**src/rtl/cpu_defs.sv**
```systemverilog
`default_nettype none
// ============================================================================
// Module      : cpu_defs (package)
// Description : Shared widths, reset PC and fetch FSM state encodings for the
//               20-bit CPU datapath.
// Revision    : 1.0 - initial release
// ============================================================================
package cpu_defs;

  localparam int ADDR_W  = 20;
  localparam int INSTR_W = 20;
  localparam logic [ADDR_W-1:0] RESET_PC = 20'h00000;

  typedef enum logic [1:0] {
    IDLE  = 2'd0,
    FETCH = 2'd1,
    ISSUE = 2'd2
  } state_e;

endpackage : cpu_defs
`default_nettype wire

```
**src/rtl/pc_reg.sv**
```systemverilog
`default_nettype none
// ============================================================================
// Module      : pc_reg
// Description : Architectural program counter. Redirect load wins over the
//               sequential increment; increment wraps modulo 2^WIDTH.
// Revision    : 1.0 - initial release
// ============================================================================
module pc_reg #(
  parameter int                 WIDTH     = cpu_defs::ADDR_W,
  parameter logic [WIDTH-1:0]   RESET_VAL = '0
) (
  input  logic             clk,
  input  logic             rst_n,
  input  logic             i_load,
  input  logic [WIDTH-1:0] i_load_pc,
  input  logic             i_inc,
  output logic [WIDTH-1:0] o_pc
);

  localparam logic [WIDTH-1:0] c_one = WIDTH'(1);

  logic [WIDTH-1:0] r_pc;

  // PC update: reset, then redirect load, then increment, else hold
  always_ff @(posedge clk or negedge rst_n) begin
    if (!rst_n) begin
      r_pc <= RESET_VAL;
    end else if (i_load) begin
      r_pc <= i_load_pc;
    end else if (i_inc) begin
      r_pc <= r_pc + c_one;
    end
  end

  assign o_pc = r_pc;

endmodule : pc_reg
`default_nettype wire

```
**src/rtl/fetch_unit.sv**
```systemverilog
`default_nettype none
// ============================================================================
// Module      : fetch_unit
// Description : PC / instruction-fetch stage. One outstanding imem read at a
//               time, fetched instruction handed to decode via valid/ready,
//               redirects from the branch operator squash in-flight work.
// Revision    : 1.0 - initial release
// ============================================================================
module fetch_unit #(
  parameter int                  ADDR_W   = cpu_defs::ADDR_W,
  parameter int                  INSTR_W  = cpu_defs::INSTR_W,
  parameter logic [ADDR_W-1:0]   RESET_PC = cpu_defs::RESET_PC
) (
  input  logic               clk,
  input  logic               rst_n,
  output logic               imem_req,
  output logic [ADDR_W-1:0]  imem_addr,
  input  logic               imem_ready,
  input  logic [INSTR_W-1:0] imem_rdata,
  output logic               instr_valid,
  input  logic               instr_ready,
  output logic [INSTR_W-1:0] instr,
  output logic [ADDR_W-1:0]  instr_pc,
  input  logic               branch_valid,
  input  logic [ADDR_W-1:0]  branch_pc
);

  import cpu_defs::*;

  state_e               r_state;
  logic                 r_kill;
  logic [ADDR_W-1:0]    r_hold_addr;
  logic [INSTR_W-1:0]   r_instr;
  logic [ADDR_W-1:0]    r_instr_pc;
  logic                 r_imem_req;
  logic                 r_instr_valid;
  logic [ADDR_W-1:0]    w_pc;
  logic                 w_accept;

  // A response is kept only if no redirect is pending or arriving with it
  assign w_accept = (r_state == FETCH) && imem_ready && !r_kill && !branch_valid;

  pc_reg #(
    .WIDTH     (ADDR_W),
    .RESET_VAL (RESET_PC)
  ) u_pc_reg (
    .clk       (clk),
    .rst_n     (rst_n),
    .i_load    (branch_valid),
    .i_load_pc (branch_pc),
    .i_inc     (w_accept),
    .o_pc      (w_pc)
  );

  // While a killed request is outstanding the PC already holds the redirect
  // target, so the in-flight address comes from the hold register instead.
  assign imem_addr   = r_kill ? r_hold_addr : w_pc;
  assign imem_req    = r_imem_req;
  assign instr_valid = r_instr_valid;
  assign instr       = r_instr;
  assign instr_pc    = r_instr_pc;

  // Fetch FSM with kill tracking, instruction register and registered strobes
  always_ff @(posedge clk or negedge rst_n) begin
    if (!rst_n) begin
      r_state       <= IDLE;
      r_kill        <= 1'b0;
      r_hold_addr   <= '0;
      r_instr       <= '0;
      r_instr_pc    <= '0;
      r_imem_req    <= 1'b0;
      r_instr_valid <= 1'b0;
    end else begin
      case (r_state)
        IDLE: begin
          r_state    <= FETCH;
          r_imem_req <= 1'b1;
        end
        FETCH: begin
          if (imem_ready) begin
            if (w_accept) begin
              r_instr       <= imem_rdata;
              r_instr_pc    <= w_pc;
              r_state       <= ISSUE;
              r_imem_req    <= 1'b0;
              r_instr_valid <= 1'b1;
            end else begin
              r_kill <= 1'b0;
            end
          end else if (branch_valid && !r_kill) begin
            r_kill      <= 1'b1;
            r_hold_addr <= w_pc;
          end
        end
        ISSUE: begin
          if (branch_valid || instr_ready) begin
            r_state       <= FETCH;
            r_imem_req    <= 1'b1;
            r_instr_valid <= 1'b0;
          end
        end
        default: begin
          r_state       <= IDLE;
          r_imem_req    <= 1'b0;
          r_instr_valid <= 1'b0;
        end
      endcase
    end
  end

endmodule : fetch_unit
`default_nettype wire

```
**config.mk**
```make
export PLATFORM = sky130hd
export DESIGN_NAME = fetch_unit
export DESIGN_NICKNAME = d
export VERILOG_FILES = /design/src/rtl/cpu_defs.sv /design/src/rtl/pc_reg.sv /design/src/rtl/fetch_unit.sv
export SDC_FILE = /design/constraint.sdc
export NUM_CORES = 1
export LEC_CHECK = 0
export ABC_AREA = 1
export CORE_MARGIN = 2
export CORE_UTILIZATION = 52
export CTS_CLUSTER_DIAMETER = 30
export DETAILED_ROUTE_END_ITERATION = 10
export GPL_TIMING_DRIVEN = 0
export PLACE_DENSITY_LB_ADDON = 0.12
export SYNTH_ARGS = -nofsm -noshare
export SYNTH_HDL_FRONTEND = slang
export SYNTH_SLANG_ARGS = --single-unit
```
**constraint.sdc**
```tcl
create_clock -name clk -period 2.3 [get_ports clk]
set_clock_uncertainty 0.1 [all_clocks]
set_input_delay 0.46 -clock clk [delete_from_list [all_inputs] [get_ports clk]]
set_output_delay 0.46 -clock clk [all_outputs]
set_load 0.02 [all_outputs]
```
==> results of run 1 <==
==> what timing repair did <==
| action | CTS | global route |
|---|---|---|
| cloned | 0 | 0 |
| hold endpoints to repair | 26 | 0 |
| endpoints found under the setup margin | 20 | 3 |
| hold buffers | 1 | 0 |
| gates resized for setup | 26 | 2 |
==> power breakdown <==
| group | leakage (nW) | internal [mW] | switching [mW] | total, mW |
|---|---|---|---|---|
| sequential | 1.04 | 2.08 | 0.386 | 2.47 |
| combinational | 1.40 | 1.30 | 1.78 | 3.08 |
| clock | 0.111 | 0.723 | 0.519 | 1.24 |
| total | 2.55 | 4.10 | 2.69 | 6.79 |
==> state kept, by name, indices dropped and copies added (netlist names) <==
name	count
imem_req	1
r_kill	1
instr_valid	1
instr	20
r_hold_addr	20
instr_pc	20
r_state	1
u_pc_reg.o_pc	20
==> cell type report <==
cell class,instances,area (sq um)
Inverter,39,146.4
Sequential cell,84,2103
Tap cell,99,123.9
Buffer,23,137.6
Timing Repair Buffer,108,1071
Fill cell,591,1934
Clock buffer,12,135.1
Multi-Input combinational cell,349,1543
Clock inverter,4,97.59
==> routing by layer <==
layer / vias to the layer above / GRT usage / share of wire
met5: - / 0 / 0
li1: 1811 / - / -
met4: 0 / 0.1288 / 0.026
met2: 183 / 0.3949 / 0.46
met3: 26 / 0.06678 / 0.086
met1: 1723 / 0.3339 / 0.43
==> cells by family after synthesis <==
group,count (synthesis)
adders and majority gates,1
AOI/OAI and AO/OA,87
muxes,1
DFF,84
buffers and inverters,62
and+or+nand+nor,256
xor gates and xnor gates,4
==> critical path, cell delays in order, from the launching register on <==
cell           delay, ns
dfrtp_2             0.47
clkbuf_2            0.22
o21ai_0             0.22
dlygate4sd2_1       0.36
==> cell usage in the layout, fill, tap and decap left out <==
cell / synthesis / layout
ha_1: 1 / 1
inv_2: 2 / 2
dfrtp_2: 0 / 1
inv_1: 37 / 37
o22ai_1: 1 / 1
xnor2_1: 1 / 1
buf_16: 0 / 1
clkbuf_8: 0 / 9
bufinv_16: 0 / 3
nand3_2: 1 / 1
or2_1: 1 / 1
nand3_1: 27 / 27
clkbuf_4: 0 / 2
a31oi_1: 2 / 2
o211ai_1: 7 / 7
nor2_1: 25 / 25
clkbuf_2: 0 / 2
dlygate4sd3_1: 0 / 1
clkbuf_1: 14 / 13
clkinvlp_4: 0 / 1
buf_2: 3 / 3
dlygate4sd2_1: 0 / 20
nor4_1: 1 / 1
nor3_1: 4 / 4
nand4_1: 2 / 2
clkdlybuf4s50_1: 0 / 85
xor2_1: 3 / 3
o21ai_1: 2 / 2
buf_4: 2 / 3
a21oi_1: 1 / 1
mux2i_1: 1 / 1
o21a_1: 1 / 1
buf_6: 4 / 4
o21ai_0: 73 / 73
dfrtp_1: 84 / 83
nand2_1: 193 / 193
nor2_4: 1 / 1
nand2_2: 1 / 1
==> how the worst max path moves through the flow <==
stage	start	to	slack, ns	cells past startpoint
2_1_floorplan	r_kill$_DFFE_PN0P_	imem_addr[0]	0.63	2
3_3_place_gp	rst_n	instr[9]$_DFFE_PN0P_	-2.33	1
3_5_place_dp	r_kill$_DFFE_PN0P_	imem_addr[17]	-0.03	4
4_1_cts	r_kill$_DFFE_PN0P_	imem_addr[16]	0.09	3
5_1_grt	r_kill$_DFFE_PN0P_	imem_addr[16]	0.03	3
6_report	r_kill$_DFFE_PN0P_	imem_addr[5]	0.12	3
==> stage by stage <==
stage          area, sq um  cells
2_1_floorplan         3919    495
3_3_place_gp          5104    700
3_5_place_dp          5129    701
4_1_cts               5356    718
5_1_grt               5358    718
6_report              5358    718
==> summary.txt, run 1 <==
Post-layout nets = 660
Synth Flop Type = dfrtp_1
Worst-path clk slew = 0.08 ns
Synthesized area per cell = 7.917 sq um
Critical path type = register to output pin
Iter 0 DRT Violations = 332
Synth Area in XOR/XNOR = 0.008940
Max_slew headroom = 0.6454
Syn nets = 541
Worst skew pair latency = 0.36 ns
Final wirelength = 10220 um
Die area = 0.008246 sq mm
Worst Reg-to-Reg Cells = 8
H-Tree Depth = 3
Ys Warns = 0
Netlist Area Pre-Place = 0.003919 sq mm
Asr flop ratio synth = 1.000
Most frequent cell after synthesis = nand2_1
Initial antenna violation count = 0
Largest family of logic cells by synthesized area = simple AND/OR/NAND/NOR gates
IO Count = 107
Synth cell count leaders = 193 x nand2_1, 84 x dfrtp_1, 73 x o21ai_0
Vias in the first global route = 3669
Die height = 90.81 um
Sum Neg Setup Slack = 0 ns
GRT Total Usage = 0.2555
Run status = complete, no violations
CTS sink count = 84
Hold worst-path end = instr[17]$_DFFE_PN0P_
Top post-synthesis cells by area = dfrtp_1 54%, nand2_1 18%, o21ai_0 9.3%
Mux cell area share after synthesis = 0.002554
Remaining DRCs = 0
Hold path startpoint = instr[17]$_DFFE_PN0P_
Max Cap Viol = 0
Total number of vias = 3743
TritonRoute pass-1 iters = 5
WHS Path Cells = 2
Pleak = 2.548 nW
Simple-Gate Fraction of Synth Area = 0.2618
Critical path arrival = 1.62 ns
Row cnt = 31
Design Power = 6.790 mW
Adder-cell area share of the yosys netlist = 0.003193
Final max-slew violation count = 0
Power per cell area = 1267 mW/mm^2
Compound-Gate Fraction of Synth Area = 0.1172
Gr ovfl total = 0
Peak Freq = 459.7 MHz
CTS tree = built
Initial Utilization = 0.5374
Final core occ = 0.7347
Num CTS Buffers = 9
I/O Buffers = 106
Layout cells sized above 1 = 0.05493
Hold crit path type = register to register
Via density = 5.213
Worst setup SP type = register
Peak VDD IR = 699.0 uV
First-pass GRT wire length = 16950 um
Worst-path maximum fanout = 10
Largest net degree at the start of global routing = 59
Critical path capture point type = output pin
Critical Path RT = 1.74 ns
Antenna cells = 0
Core Box Area = 0.007292 sq mm
Slew @ Worst Pin = 0.5319 ns
Area growth syn-to-layout = 36.72%
Hpwl dp = 7331 um
Post-route ant nets = 0
WL per Instance = 14.24 um
R2r startpoint = u_pc_reg.o_pc[1]$_DFFE_PN0P_
# setup viols final = 0
Post-synth EDFFs = 0
Width of the die = 90.81 um
CTS max path bufs = 2
Pre-CTS setup slack = -0.02590 ns
Top cell type's share of synthesized area = 0.5364
Mapped Cells = 495
Unrepaired setup endpoints after global routing = no
Yosys cell types = 28
Final hold slack = 0.3809 ns
Fin worst setup slack = 0.1248 ns
Final period util = 0.9457
Register area share after synthesis = 0.5364
Synth area leader = dfrtp_1
Register bit total from synthesis = 84
GP Congestion = 0.8944
CTS Root Cell = clkbuf_8
Buffers inserted by post-CTS timing repair = 0
Reg-to-reg critical path endpoint = u_pc_reg.o_pc[10]$_DFFE_PN0P_
R2R Setup Slk = 0.53 ns
Fin crit period = 2.175 ns
Final Hold Viols = 0
(Power assumes the default switching activity.)
==> run 2, diff against run 1 <==
--- a/config.mk
+++ b/config.mk
@@ -8,7 +8,6 @@
 export ABC_AREA = 1
 export CORE_MARGIN = 2
 export CORE_UTILIZATION = 52
-export CTS_CLUSTER_DIAMETER = 30
 export DETAILED_ROUTE_END_ITERATION = 10
 export GPL_TIMING_DRIVEN = 0
 export PLACE_DENSITY_LB_ADDON = 0.12
==> results of run 2 <==
Final layout, timing and power as in run 1 (identical DEF).
